**src/rtl/mult_pkg.sv**
```systemverilog
// Shared types and elaboration helpers for the iterative partial-product multiplier.
package mult_pkg;

  typedef enum logic [1:0] {
    IDLE = 2'd0,
    BUSY = 2'd1,
    DONE = 2'd2
  } state_e;

  function automatic int num_iter(input int width, input int k);
    return width / k;
  endfunction

  // A one-iteration multiplier still needs a 1-bit counter to keep the port legal.
  function automatic int ctr_width(input int n);
    return (n <= 1) ? 1 : $clog2(n);
  endfunction

  function automatic bit slice_cfg_ok(input int width, input int k);
    return (width >= 2) && (k >= 1) && (k <= width) && ((width % k) == 0);
  endfunction

endpackage

```
**src/rtl/pp_column_adder.sv**
```systemverilog
// Combinational slice stage: K partial products of the multiplicand, summed into a
// (WIDTH+K)-bit slice result.
module pp_column_adder #(
  parameter int WIDTH = 8,
  parameter int K     = 2
) (
  input  logic [WIDTH-1:0]   a,
  input  logic [K-1:0]       b_slice,
  output logic [WIDTH+K-1:0] sum
);

  logic [WIDTH+K-1:0] pp_shifted [K];

  for (genvar gi = 0; gi < K; gi++) begin : g_pp
    assign pp_shifted[gi] = (WIDTH+K)'(a & {WIDTH{b_slice[gi]}}) << gi;
  end

  // (2^W-1)*(2^K-1) fits in WIDTH+K bits, so the running sum never truncates.
  always_comb begin
    sum = '0;
    for (int j = 0; j < K; j++) begin
      sum = sum + pp_shifted[j];
    end
  end

endmodule

```
**src/rtl/seq_pp_multiplier.sv**
```systemverilog
// Iterative unsigned multiplier consuming BITS_PER_CYCLE multiplier bits per cycle.
// Optional self-check against a behavioural product: define MULT_SELFCHECK_EN.
module seq_pp_multiplier
  import mult_pkg::*;
#(
  parameter int WIDTH          = 8,
  parameter int BITS_PER_CYCLE = 2
) (
  input  logic               clk,
  input  logic               rst,
  input  logic               in_valid,
  output logic               in_ready,
  input  logic [WIDTH-1:0]   a,
  input  logic [WIDTH-1:0]   b,
  output logic               out_valid,
  input  logic               out_ready,
  output logic [2*WIDTH-1:0] p,
  output logic               busy,
  output logic               err
);

  localparam int K        = BITS_PER_CYCLE;
  localparam int NUM_ITER = num_iter(WIDTH, K);
  localparam int CW       = ctr_width(NUM_ITER);
  localparam int AW       = 2 * WIDTH;
  localparam int SW       = WIDTH + K;

  if (!slice_cfg_ok(WIDTH, K)) begin : g_bad_cfg
    $error("seq_pp_multiplier: WIDTH must be >= 2 and a multiple of BITS_PER_CYCLE");
  end

  state_e           state_q, state_d;
  logic [WIDTH-1:0] a_q, a_d, b_q, b_d;
  logic [AW-1:0]    acc_q, acc_d;
  logic [CW-1:0]    ctr_q, ctr_d;
  logic [K-1:0]     b_slice;
  logic [SW-1:0]    slice_sum;
  logic             last_iter;

  assign b_slice   = b_q[int'(ctr_q)*K +: K];
  assign last_iter = (ctr_q == CW'(NUM_ITER - 1));

  pp_column_adder #(
    .WIDTH (WIDTH),
    .K     (K)
  ) u_pp_column_adder (
    .a       (a_q),
    .b_slice (b_slice),
    .sum     (slice_sum)
  );

  always_comb begin
    state_d   = state_q;
    a_d       = a_q;
    b_d       = b_q;
    acc_d     = acc_q;
    ctr_d     = ctr_q;
    in_ready  = 1'b0;
    busy      = 1'b0;
    out_valid = 1'b0;
    p         = '0;
    case (state_q)
      IDLE: begin
        // Held low while rst is asserted so nothing is accepted in the reset cycle.
        in_ready = !rst;
        if (in_valid && !rst) begin
          a_d     = a;
          b_d     = b;
          acc_d   = '0;
          ctr_d   = '0;
          state_d = BUSY;
        end
      end
      BUSY: begin
        busy  = 1'b1;
        acc_d = acc_q + (AW'(slice_sum) << (int'(ctr_q) * K));
        if (last_iter) begin
          state_d = DONE;
        end else begin
          ctr_d = ctr_q + CW'(1);
        end
      end
      DONE: begin
        out_valid = 1'b1;
        p         = acc_q;
        if (out_ready) begin
          state_d = IDLE;
        end
      end
      default: state_d = IDLE;
    endcase
  end

  always_ff @(posedge clk) begin
    if (rst) begin
      state_q <= IDLE;
      a_q     <= '0;
      b_q     <= '0;
      acc_q   <= '0;
      ctr_q   <= '0;
    end else begin
      state_q <= state_d;
      a_q     <= a_d;
      b_q     <= b_d;
      acc_q   <= acc_d;
      ctr_q   <= ctr_d;
    end
  end

`ifdef MULT_SELFCHECK_EN
  logic err_q, err_d;

  // Evaluated on the final BUSY cycle, i.e. against the value entering DONE.
  always_comb begin
    err_d = err_q;
    if ((state_q == BUSY) && last_iter && (acc_d != (AW'(a_q) * AW'(b_q)))) begin
      err_d = 1'b1;
    end
  end

  always_ff @(posedge clk) begin
    if (rst) begin
      err_q <= 1'b0;
    end else begin
      err_q <= err_d;
    end
  end

  assign err = err_q;
`else
  assign err = 1'b0;
`endif

endmodule

```
**config.mk**
```make
export PLATFORM = sky130hd
export DESIGN_NAME = seq_pp_multiplier
export DESIGN_NICKNAME = d
export VERILOG_FILES = /design/src/rtl/mult_pkg.sv /design/src/rtl/pp_column_adder.sv /design/src/rtl/seq_pp_multiplier.sv
export SDC_FILE = /design/constraint.sdc
export NUM_CORES = 1
export LEC_CHECK = 0
export CAP_MARGIN = 25
export CORE_ASPECT_RATIO = 0.75
export CORE_MARGIN = 2
export CORE_UTILIZATION = 45
export DETAILED_ROUTE_END_ITERATION = 10
export PLACE_DENSITY = 0.65
export SETUP_SLACK_MARGIN = 0.02
export SLEW_MARGIN = 5
export SYNTH_ARGS = -nofsm -noshare
export SYNTH_HDL_FRONTEND = slang
export SYNTH_HIERARCHICAL = 1
export SYNTH_SLANG_ARGS = --single-unit
```
**constraint.sdc**
```tcl
create_clock -name clk -period 5.5 [get_ports clk]
set_input_delay 1.1 -clock clk [delete_from_list [all_inputs] [get_ports clk]]
set_output_delay 1.1 -clock clk [all_outputs]
set_load 0.005 [all_outputs]
```
# After elaboration in Yosys (flattened, before gate mapping)
# Index checks and enable logic that the tools add are counted.
dict set report totals {
  word_cells 40
  regBits 36
  output_inout_bits 20
}
dict set report classes {
  eq_ne 7
  shift 2
  bitwise 2
  addsub 3
  mux 13
  reduce_logical 8
}
# cell n
set op_table {}
lappend op_table {{two-way mux 16 bit} 2}
lappend op_table {{case mux 16 bit (2 select lines)} 1}
lappend op_table {{adder 16 bit} 1}
lappend op_table {{bitwise AND 8 bit} 2}
lappend op_table {{left shift 10 x 3 -> 16 bit} 1}
lappend op_table {{adder 10 x 9 -> 10 bit} 1}
lappend op_table {{two-way mux 2 bit} 5}
lappend op_table {{inequality test 2 bit (second input constant)} 4}
lappend op_table {{indexed part select 8 x 4 -> 2 bit} 1}
lappend op_table {{case mux 2 bit (3 select lines)} 1}
lappend op_table {{AND reduction 3 bit} 2}
lappend op_table {{== test 2 bit (second input constant)} 2}
lappend op_table {{case mux 2 bit (2 select lines)} 1}
lappend op_table {{AND reduction 2 bit} 2}
lappend op_table {{two-way mux 1 bit} 3}
lappend op_table {{adder 2 x 1 -> 2 bit (second input constant)} 1}
lappend op_table {{== test 2 x 1 -> 1 bit (second input constant)} 1}
lappend op_table {{zero test 2 bit} 1}
lappend op_table {{nonzero test 2 bit} 1}
lappend op_table {{logical AND 1 bit} 1}
lappend op_table {{zero test 1 bit} 1}

# Depth between registers and ports, before layout
# Gate-level depths: netlist of run 1.
dict set report depth {
  ltp_word 6
  depth_mapped 18
}

# Hierarchy
# The synthesis of run 1 kept the hierarchy.
# mod cells_per_inst seq_area_each_um2 area_each_um2 n_inst
set modules_own_cells {}
lappend modules_own_cells {seq_pp_multiplier 318 720.7 2511.2 1}
lappend modules_own_cells {pp_column_adder 52 0.0 404.1 1}

# Worst setup path before layout of run 1
# Ideal clock, no wire load.
dict set report synth_timing {
  path_type {reg-to-reg}
  from {register ctr_q[1]}
  to {register acc_q[10]}
  arrival_time_ps 4557
  setup_ps 117
  required_time_ps 5383
  setup_slack_ps 826
  period_less_slack_ps 4674
  path_stages_with_launch 19
  path_cell_list {dfxtp_1 buf_2 buf_1 mux4_2 and2_1 ha_1 fa_1 a21o_1 a311o_1 a221oi_2 mux2i_1 mux2i_1 ha_1 buf_2 a211oi_1 nor2_1 or2_1 or3_1 a32o_1}
}
dict set report synth_via {
  elab_chain_cells 6
}
# element line
set synth_lines {}
lappend synth_lines {{start: declaration} seq_pp_multiplier.sv:35} ;# logic [CW-1:0] ctr_q, ctr_d;
lappend synth_lines {{start signal: assignment} seq_pp_multiplier.sv:106} ;# ctr_q <= ctr_d;
lappend synth_lines {{indexed part select 8 x 4 -> 2 bit} seq_pp_multiplier.sv:40} ;# assign b_slice = b_q[int'(ctr_q)*K +: K];
lappend synth_lines {{net b_slice[0]} seq_pp_multiplier.sv:36} ;# logic [K-1:0] b_slice;
lappend synth_lines {{bitwise AND 8 bit} pp_column_adder.sv:15} ;# assign pp_shifted[gi] = (WIDTH+K)'(a & {WIDTH{b_slice[gi]}}) << gi;
lappend synth_lines {{adder 10 x 9 -> 10 bit} pp_column_adder.sv:22} ;# sum = sum + pp_shifted[j];
lappend synth_lines {{net slice_sum[7]} seq_pp_multiplier.sv:37} ;# logic [SW-1:0] slice_sum;
lappend synth_lines {{left shift 10 x 3 -> 16 bit} seq_pp_multiplier.sv:76} ;# acc_d = acc_q + (AW'(slice_sum) << (int'(ctr_q) * K));
lappend synth_lines {{adder 16 bit} seq_pp_multiplier.sv:76}
lappend synth_lines {{case mux 16 bit (2 select lines)} seq_pp_multiplier.sv:62} ;# case (state_q)
lappend synth_lines {{end signal: assignment} seq_pp_multiplier.sv:99} ;# acc_q <= '0;
lappend synth_lines {{end signal: assignment} seq_pp_multiplier.sv:105} ;# acc_q <= acc_d;
lappend synth_lines {{end: declaration} seq_pp_multiplier.sv:34} ;# logic [AW-1:0] acc_q, acc_d;
# The timed path passes the listed nets, and every way through them passes these cells.
# A chain may end at the register's enable or synchronous reset.

# Final worst setup path of run 1
# Ends and elaborated chain as after synthesis.

==> run summary, run 1 <==
The worst setup path is of the register to register kind. STA classifies the critical path endpoint as a register. In this run, post-CTS hold repair placed 0 buffers. The via density per instance works out to 5.62.

The die outline height was 73.7 microns. The detailed router placed 2716 vias in this run. Aggregate negative setup slack: 0 ps. The maximum fanout count along the critical path is 19. The completed layout was analyzed and its total power is 0.550 mW.

Startpoint of the most critical hold path: b_q[2]. STA puts the critical path data arrival time at 5240 ps. The dominant register cell in the synthesized netlist was sky130_fd_sc_hd__dfxtp_1.

Walking the worst path, the cells encountered are mux4_2, and2_1, ha_1, fa_1, a21o_1, a311o_1, a221oi_2, mux2i_1, mux2i_1, ha_1, a211oi_1, nor2_1, or2_1, or3_1, a32o_1. Worst setup path startpoint: ctr_q[1]. The clock net in this run drives a total of 36 sinks. The number of warning messages in the yosys log was 6. The fraction of final layout cells sized beyond drive strength 1 works out to 4.48%. The relative slew slack was 43.3%. TritonCTS built the clock tree.

The flip-flop and latch count after synthesis was 36. Cell count of the worst reg-to-reg path: 15. Summed over all nets, the switching power comes to 0.146 mW. For the post-synthesis cell area, the log shows 0.00292 sq mm. The area share of the largest cell type after synthesis is 24.7%, and the number of H-tree levels is 2.

Setup repair after global routing left no endpoint under its margin. The count of endpoints failing setup in the final report was 0; the async set-reset flop share out of synthesis was 0%. Clock tree synthesis inserted a total of 5 buffers. The run gives 0.00629 sq mm as the core area.

For this design, the slowest cell found on the critical path is sky130_fd_sc_hd__dfxtp_1. After global routing the overflow that remains totals 0. The initial core utilization is 46.4%, and the clock input transition at the sequential cells of the worst setup and hold paths is 70 ps. At the end of the flow, the number of nets in the layout was 446. The number of pins with negative max-slew slack in the final report came out at 0. Library cell with the largest summed area after synthesis: sky130_fd_sc_hd__dfxtp_1. The worst register-to-register path begins at ctr_q[1].

The flow ran to the end, and the final reports show no timing, DRC or antenna violations. The run gives 0 as the post-CTS setup repair buffer count. For this run, the slowest stage of the critical path takes 790 ps.

The x dimension of the die is 96.9 microns. The net switching share of the total power is 26.6%. For the buffer depth of the longest clock path, the log shows 2. For this run, design rule violations remaining after detail routing come to 0. For this run, the top clock speed supported by timing is 0.198 GHz.

Data on the critical path is required at its endpoint by 5680 ps. The leakage power was 1.35 nW. The logs give 24.7% for the proportion of synthesized chip area in sequential cells and 34 for the pin count of the biggest net entering global routing.

Yosys mapped a number of flops with a built-in enable equal to 0. Yosys instantiated no cell more often than sky130_fd_sc_hd__nand2_1. The first global-routing pass estimated 11900 microns of wire. The power density relative to cell area was 160 mW/mm^2; the number of cells upsized or downsized after cts was 0. The power share of the sequential group is 50.1%, and the number of global-route vias before repair is 2469. The end point of the critical path is acc_q[10].

The logs give 0 for the initial antenna violation count and 36.7% for the power share of the clock group. In the global route stage, overall resource usage came out at 20.2%. For the max-capacitance violation count, the log shows 0. The worst hold path class was register to register. The tools report the count of standard-cell rows as 25. For this block, the routed nets add up to 7060 microns of wire.

Combinational logic is responsible for 13.1% of the overall power. The slew at the pin closest to its max-slew limit came out at 847 ps. The number of hold violations in the final report was 0. When the netlist entered floorplanning its net count stood at 415.

The average instance in the mapped netlist occupies 7.88 sq um. For the maximum vdd drop, the log shows 0.105 mV. The worst register-to-register path ends at acc_q[10].

The detailed router finished its first iteration with 163 violations. After detailed routing, the average wire length per cell comes to 14.6 microns. The tree is rooted in a sky130_fd_sc_hd__clkbuf_8. The die covers 0.00714 sq mm. The logs give 0 for the final antenna diode count and 0 for the number of nets still failing antenna checks after routing.

The number of different library cells in the post-synthesis netlist was 56. The congestion estimate from routability-driven global placement came to 0.859. STA classifies the critical path startpoint as a register. Fill cells in the final layout number 607. Compared with the post-synthesis result, the final layout area differs by 17.6%.

The commonest cells after synthesis are 48 x sky130_fd_sc_hd__nand2_1, 39 x sky130_fd_sc_hd__a21oi_1, 36 x sky130_fd_sc_hd__dfxtp_1. The run gives 370 as the gate count after technology mapping. After layout, the minimum clock period comes to 5050 ps.

Yosys attributes the largest share of cell area to sky130_fd_sc_hd__dfxtp_1 25%, sky130_fd_sc_hd__ha_1 9.9%, sky130_fd_sc_hd__and2_1 7.5%, sky130_fd_sc_hd__a21oi_1 6.7%, sky130_fd_sc_hd__nand2_1 6.2%. After layout, the worst path uses 91.9% of the clock period. The worst-skew pair later-pin latency was 290 ps. The logs give 474 for the number of placed instances, taps included and 4 for the iteration count of the initial detailed-routing pass. Cell internal power was estimated by the tool at 0.403 mW. The worst register-to-register path has a setup slack of 450 ps. Detailed placement finished with a half-perimeter wire length of 5340 microns. The tools report the number of placed I/O pins as 40. The worst clock skew on the final layout was 5.91 ps. The run gives 455 ps as the worst hold-check slack.

During placement, the flow inserted port buffers numbering 38. The finished layout holds 483 standard cells, fillers aside.
[worst max-delay path, delay by kind of cell (launching register included)]
family | cells | cell delay [ps]
AOI/OAI and AO/OA | 5 | 1470
adders and majority gates | 3 | 990
DFF | 1 | 790
muxes | 3 | 820
and+or+nand+nor | 4 | 880
[per-stage QoR]
stage               area, sq um  setup slack [ps]  util, %
floorplan                  2920               826        -
global placement           3330               698     52.9
detailed placement         3330               536     52.9
CTS                        3420               492     54.4
global route               3430               166     54.5
finish                     3430               446     54.5
[cells in the final DEF (no fill, tap or decap), types with 10 or more instances in the layout]
| cell | count |
|---|---|
| sky130_fd_sc_hd__a21oi_1 | 39 |
| sky130_fd_sc_hd__and2_1 | 35 |
| sky130_fd_sc_hd__clkdlybuf4s50_1 | 38 |
| sky130_fd_sc_hd__dfxtp_1 | 36 |
| sky130_fd_sc_hd__ha_1 | 23 |
| sky130_fd_sc_hd__mux2i_1 | 10 |
| sky130_fd_sc_hd__nand2_1 | 48 |
| sky130_fd_sc_hd__nor2_1 | 24 |
| sky130_fd_sc_hd__o21ai_0 | 18 |
[power by group through the flow]
stage | registers, mW | logic (mW) | clock network [mW]
5_1_grt | 0.277 | 0.0806 | 0.220
3_5_place_dp | 0.282 | 0.0717 | 0
3_3_place_gp | 0.282 | 0.0710 | 0
4_1_cts | 0.276 | 0.0720 | 0.208
6_report | 0.276 | 0.0722 | 0.202
2_1_floorplan | 0.278 | 0.0486 | 0
[registers in the layout (all words and copies together), names as in the netlist]
| signal | cells |
|---|---|
| ctr_q | 2 |
| b_q | 8 |
| a_q | 8 |
| state_q | 2 |
| acc_q | 16 |
[area by class of cell]
class                   instances  area (sq um)  area share (%)
clock buffers                   7          86.3            2.52
clock inverters                 1          7.51           0.219
well taps                      81           101            2.96
multi-input cells             313          2090            61.1
flip-flops and latches         36           721            21.0
repair buffers                 41           403            11.8
inverters                       4          15.0           0.438
[worst min-delay path by stage]
stage | end | cells after the start
after floorplan | b_q[4] | 2
after global placement | b_q[2] | 2
after detailed placement | b_q[2] | 2
after CTS | b_q[2] | 2
after global routing | b_q[2] | 2
final | b_q[2] | 2
[layer usage]
layer | global-route usage, % | vias up | share of wire, %
met5 | 0 | - | 0
met1 | 30.0 | 1251 | 54
met4 | 5.01 | 0 | 0.85
met2 | 30.7 | 52 | 42
met3 | 3.24 | 6 | 3.5
li1 | - | 1407 | -
[logic make-up (layout without fill, tap and decap cells)]
kind of cell             after synthesis  count (layout)  share of synthesized area [%]
XOR/XNOR                              11              11                           3.30
other                                  1               1                          0.129
buffers and inverters                 21              53                           3.43
multiplexers                          14              14                           5.75
AND/OR/NAND/NOR                      152             152                           26.6
flip-flops                            36              36                           24.7
AO/OA/AOI/OAI                        110             110                           24.8
adder cells (fa/ha/maj)               25              25                           11.2
(Power assumes the default switching activity.)
==> inputs of run 2 (changes only) <==
- clock period: 5.5 -> 4.9 ns (I/O delays scaled with it)
==> run 2 against run 1 <==
Clock skew up 3.1 ps. Utilization up 0.42 points. Non-clock buffer count is 3 higher. Total power grew 14%. First-iteration DRC count is 14% lower. Clock power rose by 16%. Clock-buffer cell count is the same. Via count up 0.41%. Worst setup slack worse by 180 ps. Sequential share of layout area decreased by 0.12 points. Maximum frequency increased by 9.1%. Largest power group unchanged.
==> run summary, run 2 (synthesized netlist as in run 1, its figures left out) <==
The run gives 0.907 (was 0.859) as the final weighted congestion in routability-driven placement. The type of element capturing the critical path is a register (unchanged). The iteration count of the initial detailed-routing pass was 4 (unchanged); the overall routed net length was 6930 microns (was 7060 microns).

Critical register-to-register path endpoint: acc_q[10] (unchanged). Startpoint of the most critical hold path: b_q[7] (was b_q[2]). The number of pins with negative max-slew slack in the final report is 0 (unchanged). The count of placed standard cells in the final layout, fillers left out was 486 (was 483). The logs give 11400 microns (was 11900 microns) for the wire length of the first global-routing pass and 0.216 GHz (was 0.198 GHz) for the highest clock frequency the design can meet. The tools report the kind of start point of the critical path as a register (unchanged). The cell count of the worst reg-to-reg path works out to 15 (unchanged). The fraction of final layout cells sized beyond drive strength 1 is 5.68% (was 4.48%), and the max-capacitance violation count is 0 (unchanged).

The leakage power is 1.36 nW (was 1.35 nW). The count of standard-cell rows came out at 25 (unchanged). The worst setup slack for register-to-register paths is 270 ps (was 450 ps). The power density relative to cell area works out to 181 mW/mm^2 (was 160 mW/mm^2). Remaining design rule violation count: 0 (unchanged). The run gives 46.4% (unchanged) as the initial core utilization.

The register name with the most flops was acc_q (unchanged). The run gives 5090 ps (was 5680 ps) as the required arrival time at the worst endpoint. The standard cell area after detailed placement was 0.00333 sq mm (about the same).

The half-perimeter wire length after placement was 5310 microns (was 5340 microns); the area growth from synthesis to layout was 18.5% (was 17.6%). Setup repair after global routing left no endpoint under its margin. The run gives 300 ps (was 290 ps) as the worst-skew pair later-pin latency.

The tools report the count of nets after finishing as 449 (was 446). The flow ran to the end, and the final reports show no timing, DRC or antenna violations. The logs give 269 ps (was 446 ps) for the final critical-path setup slack and 140 (was 163) for the detailed router's first-iteration violation count. The run gives 4830 ps (was 5240 ps) as the arrival time at the worst endpoint. The flip-flop count of the largest register after layout is 16 (unchanged), and the maximum fanout count along the critical path is 8 (was 19).

The count of buffers inserted at the top-level ports came out at 38 (unchanged). The worst reg2reg path startpoint was ctr_q[0] (was ctr_q[1]). The final critical delay including setup and external delays was 4630 ps (was 5050 ps); the die outline height was 73.7 microns (unchanged). The count of vias placed by the detailed router was 2727 (was 2716); the pin count of the biggest net entering global routing was 34 (unchanged). The final antenna diode count is 0 (unchanged). TritonCTS built the clock tree. Largest registers: acc_q (16), a_q (8), b_q (8) (unchanged). For the number of nets still failing antenna checks after routing, the log shows 0 (unchanged). Leading cell types in the layout, fill and taps excluded: 48 x sky130_fd_sc_hd__nand2_1, 39 x sky130_fd_sc_hd__a21oi_1, 38 x sky130_fd_sc_hd__clkdlybuf4s50_1, 35 x sky130_fd_sc_hd__and2_1, 35 x sky130_fd_sc_hd__dfxtp_1 (was 48 x sky130_fd_sc_hd__nand2_1, 39 x sky130_fd_sc_hd__a21oi_1, 38 x sky130_fd_sc_hd__clkdlybuf4s50_1, 36 x sky130_fd_sc_hd__dfxtp_1, 35 x sky130_fd_sc_hd__and2_1).

The routed length per instance was 14.3 microns (was 14.6 microns); the number of placed instances, taps included was 475 (was 474). The slew at the pin closest to its max-slew limit was 729 ps (was 847 ps). The endpoint of the worst hold-timing path is b_q[7] (was b_q[2]). For the initial antenna violation count, the log shows 0 (unchanged).

The total routing resource utilization after global routing came out at 19.6% (was 20.2%). The critical setup path kind is register to register (unchanged). The core area was 0.00629 sq mm (unchanged).

The run gives 0 ps (unchanged) as the aggregate negative setup slack. The number of cells traversed by the worst hold path was 2 (unchanged). The number of hold violations in the final report came out at 0 (unchanged).

The buffer depth of the longest clock path is 2 (unchanged), and the via density per instance is 5.61 (was 5.62). The tools report the worst setup slack after placement as 181 ps (was 536 ps). The CTS buffer count is 5 (unchanged), and the part of the cycle the worst path needs is 94.5% (was 91.9%).

Power consumption: 0.626 mW (was 0.550 mW). The run gives 0 (unchanged) as the remaining global-route overflow. The number of placed I/O pins is 40 (unchanged). The run gives 0.00345 sq mm (was 0.00343 sq mm) as the summed area of non-filler cells in the final layout. The worst hold path class is register to register (unchanged). The leading cell type in the layout, fill and taps excluded is sky130_fd_sc_hd__nand2_1 (unchanged). Count of endpoints failing setup in the final report: 0 (unchanged).

The clock input transition at the sequential cells of the worst setup and hold paths is 80 ps (was 70 ps). The clock root buffer was sky130_fd_sc_hd__clkbuf_8 (unchanged). The maximum vdd drop is 0.120 mV (was 0.105 mV). X dimension of the die: 96.9 microns (unchanged).

The number of global-route vias before repair is 2361 (was 2469). The floorplan die area came out at 0.00714 sq mm (unchanged). The number of H-tree levels was 2 (unchanged); the number of clock sinks seen by CTS was 36 (unchanged).

The tools report the worst clock skew on the final layout as 8.98 ps (was 5.91 ps). The tools report the relative slew slack as 51.2% (was 43.3%).
-- run 2: worst max path at each step --
stage	start	endpoint	slack, ps	depth (start not counted)
2_1_floorplan	ctr_q[1]	acc_q[10]	230	18
5_1_grt	ctr_q[0]	acc_q[10]	50	15
3_5_place_dp	ctr_q[0]	acc_q[10]	180	15
6_report	ctr_q[0]	acc_q[10]	270	15
3_3_place_gp	ctr_q[0]	acc_q[10]	320	15
4_1_cts	ctr_q[0]	acc_q[10]	150	15
-- run 2: routing by layer --
layer / global-route usage, % / up-vias / part of all wire (%)
met4: 5.48 / 0 / 1.2
li1: - / 1416 / -
met3: 4.09 / 9 / 3.3
met1: 28.6 / 1251 / 53
met5: 0 / - / 0
met2: 29.2 / 51 / 42
-- run 2: repair_timing --
item                                   CTS  global route
setup endpoints to repair                0             3
endpoints found under the hold margin    0             0
gates resized for setup                  0             2
setup buffers                            0             2
hold buffers                             0             0
-- run 2: area by class of cell --
class | instances | area, sq um
clock buffer | 7 | 86.3
clock inverter | 1 | 7.51
fill | 619 | 2830
inverter | 4 | 15.0
multi-input combinational | 313 | 2100
sequential | 36 | 722
tap | 81 | 101
timing repair buffer | 44 | 425
-- run 2: metrics by stage --
step | util, % | hold slack (ps)
global placement | 53.0 | 446
finish | 54.9 | 457
global route | 54.9 | 481
floorplan | - | 433
CTS | 54.5 | 459
detailed placement | 53.0 | 448
-- run 2: where the power goes --
group / switching [mW] / total (mW) / internal [mW] / leakage (nW)
registers: 0.00652 / 0.307 / 0.301 / 0.292
logic: 0.0454 / 0.0846 / 0.0392 / 1.02
clock network: 0.119 / 0.234 / 0.115 / 0.0445
total: 0.171 / 0.626 / 0.455 / 1.36
-- run 2: critical path, cell delays in order, from the launching register on --
cell and delay [ps]:
sky130_fd_sc_hd__dfxtp_2 360, sky130_fd_sc_hd__mux4_2 540, sky130_fd_sc_hd__and2_1 160, sky130_fd_sc_hd__ha_1 230, sky130_fd_sc_hd__fa_1 410, sky130_fd_sc_hd__a21o_1 220
sky130_fd_sc_hd__a311o_1 380, sky130_fd_sc_hd__a221oi_2 360, sky130_fd_sc_hd__mux2i_1 160, sky130_fd_sc_hd__mux2i_1 180, sky130_fd_sc_hd__ha_2 350, sky130_fd_sc_hd__a211oi_1 250
sky130_fd_sc_hd__nor2_1 100, sky130_fd_sc_hd__or2_1 250, sky130_fd_sc_hd__or3_1 350, sky130_fd_sc_hd__a32o_1 240
